$ cat config.mk
export PLATFORM = sky130hd
export DESIGN_NAME = hazard_ctrl
export DESIGN_NICKNAME = d
export VERILOG_FILES = /design/src/rtl/hazard_ctrl.sv
export SDC_FILE = /design/constraint.sdc
export NUM_CORES = 1
export LEC_CHECK = 0
export ABC_AREA = 1
export ABC_CLOCK_PERIOD_IN_PS = 3800
export CORE_AREA = 3 3 122 124
export DETAILED_ROUTE_END_ITERATION = 7
export DIE_AREA = 0 0 125 127
export GPL_ROUTABILITY_DRIVEN = 0
export GPL_TIMING_DRIVEN = 0
export HOLD_SLACK_MARGIN = 0.12
export PLACE_DENSITY = 0.6
export SETUP_SLACK_MARGIN = 0.3
export SLEW_MARGIN = 20
export SYNTH_ARGS = -nofsm -noshare
export SYNTH_HDL_FRONTEND = slang
export SYNTH_SLANG_ARGS = --single-unit
$ cat constraint.sdc
create_clock -name clk -period 3.8 [get_ports clk]
set_input_delay 0.38 -clock clk [delete_from_list [all_inputs] [get_ports clk]]
set_output_delay 0.38 -clock clk [all_outputs]
set_load 0.03 [all_outputs]
$ cat src/rtl/hazard_ctrl.sv
// hazard_ctrl
// Pipeline hazard controller for the five-stage RV32I core. Keeps shadow
// copies of the X, M and W stage instructions and compares them against the
// decode instruction to produce operand bypass selects, decode register-file
// write-through selects, the load-use stall and the redirect flush. Saturating
// stall/flush event counters are kept for performance debug.
//
// Ports:
//   clk            pipeline clock, rising edge
//   reset          asynchronous active-high reset
//   inst_d         instruction in decode
//   branch_taken_x execute-stage PCSel (taken branch / JAL / JALR in X)
//   rs1_bypass     X rs1 source: 00 regfile, 01 MX (alu_m), 10 WX (writeback)
//   rs2_bypass     X rs2 source, same encoding
//   wd_rs1         decode rs1 read takes writeback data
//   wd_rs2         decode rs2 read takes writeback data
//   stall_fd       hold PC and F/D register this cycle
//   flush_fd       replace F/D contents with NOP at the next edge
//   stall_cnt      saturating count of stall cycles
//   flush_cnt      saturating count of flush cycles
module hazard_ctrl #(
  parameter int CNT_W = 16
) (
  input  logic             clk,
  input  logic             reset,
  input  logic [31:0]      inst_d,
  input  logic             branch_taken_x,
  output logic [1:0]       rs1_bypass,
  output logic [1:0]       rs2_bypass,
  output logic             wd_rs1,
  output logic             wd_rs2,
  output logic             stall_fd,
  output logic             flush_fd,
  output logic [CNT_W-1:0] stall_cnt,
  output logic [CNT_W-1:0] flush_cnt
);

  localparam logic [31:0] NOP       = 32'h0000_0013;
  localparam logic [6:0]  OP_LUI    = 7'b0110111;
  localparam logic [6:0]  OP_AUIPC  = 7'b0010111;
  localparam logic [6:0]  OP_JAL    = 7'b1101111;
  localparam logic [6:0]  OP_JALR   = 7'b1100111;
  localparam logic [6:0]  OP_BCC    = 7'b1100011;
  localparam logic [6:0]  OP_LCC    = 7'b0000011;
  localparam logic [6:0]  OP_SCC    = 7'b0100011;
  localparam logic [6:0]  OP_MCC    = 7'b0010011;
  localparam logic [6:0]  OP_RCC    = 7'b0110011;

  logic [31:0] inst_x_q;
  logic [31:0] inst_m_q;
  logic [31:0] inst_w_q;

  // A write to x0 is treated as no write so it never creates a hazard.
  function automatic logic writes_rd(input logic [31:0] inst);
    logic w;
    case (inst[6:0])
      OP_LUI, OP_AUIPC, OP_JAL, OP_JALR, OP_LCC, OP_MCC, OP_RCC: w = 1'b1;
      default: w = 1'b0;
    endcase
    return w && (inst[11:7] != 5'd0);
  endfunction

  function automatic logic reads_rs1(input logic [31:0] inst);
    logic r;
    case (inst[6:0])
      OP_JALR, OP_BCC, OP_LCC, OP_SCC, OP_MCC, OP_RCC: r = 1'b1;
      default: r = 1'b0;
    endcase
    return r;
  endfunction

  function automatic logic reads_rs2(input logic [31:0] inst);
    logic r;
    case (inst[6:0])
      OP_BCC, OP_SCC, OP_RCC: r = 1'b1;
      default: r = 1'b0;
    endcase
    return r;
  endfunction

  function automatic logic is_load(input logic [31:0] inst);
    return inst[6:0] == OP_LCC;
  endfunction

  // Producer's rd (already known non-zero) equals consumer's rs1/rs2.
  function automatic logic match_rs1(input logic [31:0] prod, input logic [31:0] cons);
    return writes_rd(prod) && reads_rs1(cons) && (prod[11:7] == cons[19:15]);
  endfunction

  function automatic logic match_rs2(input logic [31:0] prod, input logic [31:0] cons);
    return writes_rd(prod) && reads_rs2(cons) && (prod[11:7] == cons[24:20]);
  endfunction

  // Bypass selects depend only on shadow registers, never on branch_taken_x,
  // since execute derives PCSel from the bypassed operands. A load in M that
  // matches X is unreachable (the stall prevents it); it yields 00 rather
  // than falling through to a stale W value.
  always_comb begin
    rs1_bypass = 2'b00;
    rs2_bypass = 2'b00;
    if (match_rs1(inst_m_q, inst_x_q)) begin
      rs1_bypass = is_load(inst_m_q) ? 2'b00 : 2'b01;
    end else if (match_rs1(inst_w_q, inst_x_q)) begin
      rs1_bypass = 2'b10;
    end
    if (match_rs2(inst_m_q, inst_x_q)) begin
      rs2_bypass = is_load(inst_m_q) ? 2'b00 : 2'b01;
    end else if (match_rs2(inst_w_q, inst_x_q)) begin
      rs2_bypass = 2'b10;
    end
  end

  // Decode write-through, load-use stall and flush. The flush wins over the
  // stall; reset masks the flush so branch_taken_x is ignored while held.
  always_comb begin
    wd_rs1   = match_rs1(inst_w_q, inst_d);
    wd_rs2   = match_rs2(inst_w_q, inst_d);
    flush_fd = branch_taken_x && !reset;
    stall_fd = !branch_taken_x && is_load(inst_x_q) &&
               (match_rs1(inst_x_q, inst_d) || match_rs2(inst_x_q, inst_d));
  end

  // Shadow pipeline: a bubble enters X on stall or flush; the back end
  // never stalls so M and W always advance.
  always_ff @(posedge clk or posedge reset) begin
    if (reset) begin
      inst_x_q <= NOP;
      inst_m_q <= NOP;
      inst_w_q <= NOP;
    end else begin
      inst_x_q <= (flush_fd || stall_fd) ? NOP : inst_d;
      inst_m_q <= inst_x_q;
      inst_w_q <= inst_m_q;
    end
  end

  // Saturating event counters; they hold at all ones instead of wrapping.
  always_ff @(posedge clk or posedge reset) begin
    if (reset) begin
      stall_cnt <= '0;
      flush_cnt <= '0;
    end else begin
      if (stall_fd && (stall_cnt != {CNT_W{1'b1}})) begin
        stall_cnt <= stall_cnt + {{(CNT_W-1){1'b0}}, 1'b1};
      end
      if (flush_fd && (flush_cnt != {CNT_W{1'b1}})) begin
        flush_cnt <= flush_cnt + {{(CNT_W-1){1'b0}}, 1'b1};
      end
    end
  end

endmodule

==> reports/results.ini <==
[status]
status = finished, final reports clean

[timing]
slew_headroom_pct = 69.86
fin_crit_ps = 3012
grt_setup_unrepaired = false
period_share_pct = 79.27
setup_tns_ps = 0
finalSetupViolations = 0
fmaxAchievable_ghz = 0.3320
skew_ps = 5.246
hold_viol = 0
worst_slew_pin_slew_ps = 452.1
drv_slew = 0

[final_layout]
layout_commonest_cell = nand2_1
nFillCells = 1402
area_delta_synth_final_pct = 29.37
final_nets = 636
utilization_pct = 38.80
mostFrequentLayoutCells = 143 x nand2_1, 75 x nor2_1, 69 x dfrtp_1, 64 x clkdlybuf4s50_1, 57 x inv_1
final_area_um2 = 5385
multi_input_area_um2 = 1909
seq_area_um2 = 1963
n_antenna_cell = 0
layout-drive-gt1-share_pct = 7.616

[worst_hold_path]
hold_class = register to register

[clock_tree]
cts_setup_buffers = 0
cts_resized = 0
cts_sinks = 78
clockBufferDepth = 2
htreeDepth = 3
cts_tree = done
postCtsHoldBufs = 0
cts_buffers = 9
clk_latency_ps = 340
clkTransAtPathRegs_ps = 60
cts-root-buf = clkbuf_16

[detailed_routing]
drc_errors = 0
avgRoutedWirePerCell_um = 13.03
drt_iter0_markers = 204
via_count = 3622
vias_per_cell = 4.620
antenna_left = 0
wl_um = 10220
dr.pass1.iters = 4

[floorplan]
die_x_um = 125
die_area_um2 = 15880
rows = 43
initial_core_util_pct = 29.99
ios = 75
die_h_um = 127
coreArea_um2 = 13880

[critical_path]
slowest_stage = clkdlybuf4s50_1
cp_common_cell = nand2_1
worstPathCellList = clkdlybuf4s50_1 > inv_1 > nand2_1 > nor2_1 > nand2_1 > nand3_1 > nand2_1 > inv_2 > nand2_2 > inv_1 > clkdlybuf4s50_1
timing.critical_path.slowest_cell_delay_ps = 670
start_kind = input port
crit_fanout = 9
arrival_ps = 2630
required_ps = 3420
critPathKind = input port to primary output
endpoint_kind = primary output

[logic_synthesis]
synth_nets = 560
synth_xor_area_share_pct = 11.15
muxShareOfSynthArea_pct = 0
ys_seq_area_share_pct = 47.16
yosysWarningCount = 0
synth-simple-area-share_pct = 32.01
synthDistinctLibCells = 30
synth-compound-area-share_pct = 2.104
syn_area_um2 = 4163
ys_ff_latch = 78
synth_top_family_by_area = simple AND/OR/NAND/NOR gates
synthAdderAreaFrac_pct = 0.6011
syn_area_per_cell_um2 = 7.959
netlist_instances = 523

[grt]
grt_use_total_pct = 13.37
grt_pass1_vias = 3532
grt_pass1_wl_um = 17130
antenna_found_initial = 0
gr-total-overflow = 0
grt_max_degree = 47

[placed_design]
portBuffers = 64
place_area_um2 = 5051
hpwl_um = 7745

[power_and_ir_drop]
vdd_drop_max_v = 0.0002124
p_leak_nw = 2.451
p_per_area_nw_per_um2 = 418.9

[run]
cap_violations = 0

## cell usage after synthesis, drive strengths merged
| cell type | instances | area share, % |
|---|---|---|
| a21o | 1 | 0.18 |
| a21oi | 5 | 0.60 |
| buf | 6 | 0.93 |
| clkbuf | 5 | 0.45 |
| clkinv | 1 | 0.090 |
| dfrtp | 69 | 41 |
| dfstp | 9 | 5.7 |
| ha | 2 | 0.60 |
| inv | 61 | 5.5 |
| nand2 | 147 | 14 |
| nand3 | 28 | 3.5 |
| nand3b | 5 | 0.90 |
| nand4 | 27 | 4.4 |
| nor2 | 79 | 7.7 |
| nor3 | 13 | 1.6 |
| nor4 | 1 | 0.15 |
| o211ai | 2 | 0.36 |
| o21ai | 8 | 0.96 |
| or2 | 1 | 0.15 |
| xnor2 | 29 | 6.1 |
| xor2 | 24 | 5.0 |
## cell families after synthesis
logic type      Yosys count
compound gates           16
xor+xnor                 53
fa+ha+maj                 2
buf+inv                  73
flops                    78
simple gates            301
## sequential cells by signal, summed over array words and instances, names as in the netlist
signal	count
inst_w_q	12
flush_cnt	16
stall_cnt	16
inst_x_q	22
inst_m_q	12
## final cells by class
type	instances	share of cell area (%)
Sequential cell	78	36.45
Inverter	62	4.368
Multi-Input combinational cell	372	35.46
Clock inverter	4	1.441
Clock buffer	12	4.763
Buffer	11	1.069
Tap cell	180	4.182
Timing Repair Buffer	65	12.27
## power by group
group          switching (mW)  internal (mW)  total [mW]  leakage, nW
Sequential             0.0599          0.896       0.956        0.988
Clock                   0.342          0.615       0.957        0.163
Combinational           0.197          0.146       0.344         1.30
## critical path: cells and delay by family
| kind | cells | cell delay (ps) |
|---|---|---|
| buf+inv | 5 | 1500 |
| simple gates | 6 | 730 |
## per-layer routing
metal	global-route usage, %	share of wire [%]	up-vias
met5	0	0	-
met4	5.931	2.4	0
met3	3.052	5.8	16
met2	22.75	50	101
met1	16.27	42	1711
li1	-	-	1794
## through the flow
step / worst slack (ps) / power (mW) / std cells / hold slack, ps
6_report: 787.7 / 2.256 / 784 / 365.5
2_1_floorplan: 1440 / 1.174 / 523 / 353.7
3_5_place_dp: 778.5 / 1.319 / 768 / 356.1
4_1_cts: 778.0 / 2.286 / 784 / 366.0
3_3_place_gp: 96.21 / 1.309 / 767 / 355.5
5_1_grt: 584.4 / 2.362 / 784 / 370.9
## path summary, 6_finish.rpt
check,start,endpoint,slack (ps),cells after the start
worst max-delay path,inst_d[2],stall_fd,790,11
worst min-delay path,inst_x_q[1]$_DFF_PP1_,inst_m_q[1]$_DFF_PP1_,370,0
worst max register to register,stall_cnt[0]$_DFFE_PP0P_,stall_cnt[6]$_DFFE_PP0P_,1870,10
worst min register to register,inst_x_q[1]$_DFF_PP1_,inst_m_q[1]$_DFF_PP1_,370,0
max in group asynchronous,reset,inst_m_q[0]$_DFF_PP1_,2730,3
min in group asynchronous,reset,flush_cnt[4]$_DFFE_PP0P_,440,2
(Power assumes the default switching activity.)
==> edit 1 (config.mk and constraints unchanged) <==
Change the parameter `CNT_W` from 16 to 32.
--- a/src/rtl/hazard_ctrl.sv
+++ b/src/rtl/hazard_ctrl.sv
@@ -21,3 +21,3 @@
 module hazard_ctrl #(
-  parameter int CNT_W = 16
+  parameter int CNT_W = 32
 ) (
Interface: changed (resized flush_cnt and stall_cnt); port bits go from 75 to 107. No check against the original RTL was run, so the function may have changed too.
==> edit 1 against the original RTL <==
  * Clock skew rose by 5.2 ps
  * Synthesized cell count is 37% higher
  * Area after synthesis grew 39%
  * Sequential power up 37%
  * Critical path depth decreased by 3
  * Total power increased by 19%
  * Design area rose by 35%
  * Sequential cell count up 32
  * Wire length rose by 41%
  * Via count grew 36%
  * Worst setup slack worse by 67 ps
  * Combinational power grew 21%
  * Clock power up 0.7%
  * Global-route usage increased by 5.5 points
  * Largest power group is now registers
==> edit 1: results (changes against the original RTL) <==
routing:
  wl_met1_um: 6600  # was 4310 µm
  via_count: 4934  # was 3,622
  dr.pass1.iters: 5  # was 4
  wl_met3_um: 568  # was 592 µm
  wl_per_cell_um: 14.3  # was 13.0 µm
  drtIter0Drc: 288  # was 204
  wl_met2_um: 7050  # was 5070 µm
synth:
  synth-seq-cells: 110  # was 78
  syn_inst: 716  # was 523
  ys_types: 33  # was 30
  ys_top_cells_by_area: "dfrtp_1 44%, nand2_1 12%, nor2_1 6.7%, xor2_1 6.2%, xnor2_1 5.5%"  # was dfrtp_1 41%, nand2_1 13%, nor2_1 6.8%, xnor2_1 6.1%, dfstp_2 5.7%
  syn_nets: 753  # was 560
  synth_compound_area_share_pct: 2.36  # was 2.10%
  synthTopCellsByCount: "190 x nand2_1, 103 x nor2_1, 101 x dfrtp_1"  # was 143 x nand2_1, 75 x nor2_1, 69 x dfrtp_1
  synthAdderAreaFrac_pct: 0.434  # was 0.601%
hold_path:
  worstHoldEndpoint: "inst_w_q[1]$_DFF_PP1_"  # was inst_m_q[1]$_DFF_PP1_
  min_from: "inst_m_q[1]$_DFF_PP1_"  # was inst_x_q[1]$_DFF_PP1_
power_and_ir_drop:
  pg_clk_uw: 964  # was 957 µW
  power.internal_mw: 1.93  # was 1.66 mW
  pg_seq_mw: 1.31  # was 956 µW
status:
  status: "complete, no violations"  # unchanged
global_routing:
  met2_usage_pct: 31.5  # was 22.7%
  met1_usage_pct: 24.7  # was 16.3%
  grt_pass1_wl_um: 24400  # was 17,100 µm
  grtUsageMet3_pct: 4.26  # was 3.05%
  grt_max_degree: 58  # was 47
sta:
  relSlewSlack_pct: 57.3  # was 69.9%
  fin_skew_ps: 10.5  # was 5.25 ps
  whs_ps: 365  # about the same
final_layout:
  final-clk-cell-share_pct: 4.15  # was 6.20%
  nNetsFinal: 861  # was 636
  fin_util_pct: 52.5  # was 38.8%
  non_clock_inverter_count: 89  # was 62
  buffer_area_share_pct: 14.6  # was 13.3%
  fillers: 1357  # was 1,402
  multi_input_area_mm2: 0.00259  # was 0.00191 mm²
  clkbuf_count: 10  # was 12
  multi_input_gates: 505  # was 372
  drive_gt1_share_pct: 7.24  # was 7.62%
  buffers_excl_clock: 109  # was 76
setup_path:
  r2r_slack_ps: 1600  # was 1870 ps
  worstPathMaxFanout: 6  # was 9
  ff2ff_path_depth: 12  # was 10
  cp.arrival_ps: 2700  # was 2630 ps
  r2r-end: "stall_cnt[30]$_DFFE_PP0P_"  # was stall_cnt[6]$_DFFE_PP0P_
place:
  dp_hpwl_um: 10800  # was 7750 µm
  preCtsSetupSlack_ps: 780  # was 778 ps
  dpl_cell_area_mm2: 0.00699  # was 0.00505 mm²
cts:
  clock_latency_ps: 360  # was 340 ps
-- edit 1: cell count changes in the layout (fill, tap and decap cells not counted), sizes merged, moves of 6 or more --
| cell | delta |
|---|---|
| clkdlybuf4s50 | +32 |
| nor3 | +6 |
| dfrtp | +32 |
| nor4 | +9 |
| xor2 | +17 |
| nor2 | +32 |
| nand3 | +11 |
| nand2 | +43 |
| xnor2 | +7 |
| inv | +27 |
-- edit 1: how the worst max path moves through the flow --
stage,start,endpoint,slack [ps]
after floorplan,reset,flush_cnt[0]$_DFFE_PP0P_,530
after detailed placement,inst_d[5],stall_fd,780
after CTS,inst_d[5],stall_fd,740
final,inst_d[5],stall_fd,720
after global placement,reset,flush_cnt[0]$_DFFE_PP0P_,-1220
after global routing,inst_d[5],stall_fd,590
-- edit 1: cell families after synthesis --
group	after synthesis
buf+inv	101
simple gates	405
compound gates	21
flops	110
fa+ha+maj	2
xor+xnor	77
==> edit 2 (same flow settings) <==
Without the edit above. Reset style: synchronous (`reset`), changed in 2 clocked blocks. Comments in the files are not updated.
--- a/src/rtl/hazard_ctrl.sv
+++ b/src/rtl/hazard_ctrl.sv
@@ -124,3 +124,3 @@
   // never stalls so M and W always advance.
-  always_ff @(posedge clk or posedge reset) begin
+  always_ff @(posedge clk) begin
     if (reset) begin
@@ -137,3 +137,3 @@
   // Saturating event counters; they hold at all ones instead of wrapping.
-  always_ff @(posedge clk or posedge reset) begin
+  always_ff @(posedge clk) begin
     if (reset) begin
Behaviour: differs if reset is asserted again (counterexample within 4 cycles, from zero or initial values and one cycle with reset high); with reset held inactive, the same outputs for 10 cycles.
==> edit 2 against the original RTL <==
  * Design area down 8.6%
  * Count of clock-buffer cells in the layout up 1
  * Sequential cell count unchanged
  * Wire length down 5.7%
  * Non-clock buffer count up 4
  * Critical endpoint is now wd_rs1
  * Worst setup slack better by 79 ps
  * Critical path depth down 4
  * Area after synthesis down 10%
Power is not compared: it rests on default switching activity, and its combinational part moved more than twofold at a synthesized area within 25%.
==> edit 2: results (changes against the original RTL) <==
status:
  status: "complete, no violations"  # unchanged
setup_path:
  r2r-end: "stall_cnt[8]$_SDFFE_PP0P_"  # was stall_cnt[6]$_DFFE_PP0P_
  r2r_slack_ps: 1880
  cp.arrival_ps: 2550  # was 2630 ps
  critPathCapture: "wd_rs1"  # was stall_fd
  ff2ff_path_depth: 11  # was 10
  worstPathMaxFanout: 6  # was 9
  startpoint: "inst_w_q[10]$_SDFF_PP0_"  # was inst_d[2]
  r2r_start: "stall_cnt[0]$_SDFFE_PP0P_"  # was stall_cnt[0]$_DFFE_PP0P_
routing:
  drtIter0Drc: 179  # was 204
  routed_wirelength_um: 9640  # was 10,200 µm
  wl_per_cell_um: 12.4  # was 13.0 µm
  dr.pass1.iters: 5  # was 4
  via_count: 3393  # was 3,622
place:
  dp_cells: 761  # was 768
  dp_hpwl_um: 7490  # was 7750 µm
  io_buffer_count: 63  # was 64
  dpl_cell_area_mm2: 0.00458  # was 0.00505 mm²
cts:
  clock_latency_ps: 330
  cts_setup_buffers: 0  # unchanged
  cts_buffers: 9  # unchanged
  htreeDepth: 3  # unchanged
  root_buffer: "clkbuf_16"  # unchanged
  clk_pin_slew_ps: 60  # about the same
  ctsResizeCount: 0  # unchanged
  clock_path_buffers: 2  # unchanged
synth:
  syn_nets: 555  # was 560
  synthTopCellsByCount: "96 x nor2_1, 80 x nand2_1, 78 x dfxtp_1"  # was 143 x nand2_1, 75 x nor2_1, 69 x dfrtp_1
  ys_top_cells_by_area: "dfxtp_1 42%, nor2_1 9.7%, nand2_1 8.1%, inv_1 6.6%, xor2_1 5.2%"  # was dfrtp_1 41%, nand2_1 13%, nor2_1 6.8%, xnor2_1 6.1%, dfstp_2 5.7%
  synth_seq_area_share_pct: 41.9  # was 47.2%
  ys_types: 36  # was 30
  postSynthAreaPerCell_um2: 7.20  # was 7.96 µm²
  async_reset_ff_share_pct: 0  # was 100%
  synthFlopType: "dfxtp_1"  # was dfrtp_1
  ys_warn_count: 0  # unchanged
final_layout:
  antenna-diode-count: 0  # unchanged
  drive_gt1_share_pct: 8.04  # was 7.62%
  nNetsFinal: 629  # was 636
  largestRegisters: "inst_x_q x22, flush_cnt x16, stall_cnt x16"  # unchanged
global_routing:
  antenna_found_initial: 0  # unchanged
  grt_max_degree: 13  # was 47
  grt_pass1_vias: 3457  # was 3,532
  grt_pass1_wl_um: 16200  # was 17,100 µm
  grt.total_usage_pct: 12.5  # was 13.4%
hold_path:
  hold_class: "reg2reg"  # unchanged
  min_from: "inst_m_q[3]$_SDFF_PP0_"  # was inst_x_q[1]$_DFF_PP1_
  worstHoldEndpoint: "inst_w_q[3]$_SDFF_PP0_"  # was inst_m_q[1]$_DFF_PP1_
  holdPathStages: 2  # was 0
sta:
  whs_ps: 423  # was 365 ps
  worst_slew_pin_slew_ps: 547  # was 452 ps
  fin_skew_ps: 4.08  # was 5.25 ps
power_and_ir_drop:
  pg_seq_uw: 849
  pg_clk_uw: 943
  finalPower_mw: 1.94
  vdd_drop_max_mv: 0.207
  p_leak_nw: 2.08
  power.internal_mw: 1.53
## edit 2: cell types whose count changed after synthesis, moves of 5 or more
cell     before  now
dfstp_2       9    0
dfrtp_1      69    0
a21oi_1       5   20
nor2_1       75   96
inv_1        58   66
inv_2         3    8
xnor2_1      29   18
dfxtp_1       0   78
nand2_1     143   80
or2_2         1    6
nand4_1      26   12
nand3_1      27   37
## edit 2: through the flow
stage / worst slack, ps / util [%]
after detailed placement: 950 / 33.0
after global routing: 663 / 35.4
after global placement: 951 / 33.0
after CTS: 859 / 35.4
final: 867 / 35.4
after floorplan: 1670 / -
## edit 2: kinds of logic (layout without fill, tap and decap cells)
group / count (synthesis) / count (layout) / synth area share [%]
adders and majority gates: 2 / 2 / 0.671
AOI/OAI and AO/OA: 35 / 35 / 5.10
and+or+nand+nor: 272 / 272 / 33.2
xor gates and xnor gates: 40 / 40 / 9.40
DFF: 78 / 78 / 41.9
buffers and inverters: 91 / 170 / 9.77
## edit 2: cell type report
type | instances | area (µm²)
sequential | 78 | 1560
clock buffer | 13 | 270
inverter | 74 | 278
timing repair buffer | 63 | 631
tap | 180 | 225
clock inverter | 3 | 65.1
fill | 1485 | 8960
buffer | 17 | 86.3
multi-input combinational | 349 | 1800
## edit 2: worst max-delay path, stage by stage (launching register included)
cell	delay [ps]
dfxtp_1	320
clkbuf_1	300
nor3_1	80
nor3b_1	170
nor3_1	260
inv_1	150
nor3b_1	240
clkdlybuf4s50_1	710
## edit 2: metal layers
layer  up-vias  global-route usage [%]  wire [µm]
li1       1766                       -          -
met1      1541                    14.7       4240
met2        71                    21.8       4860
met3        15                    3.22        341
met4         0                    4.85        193
met5         -                       0          0
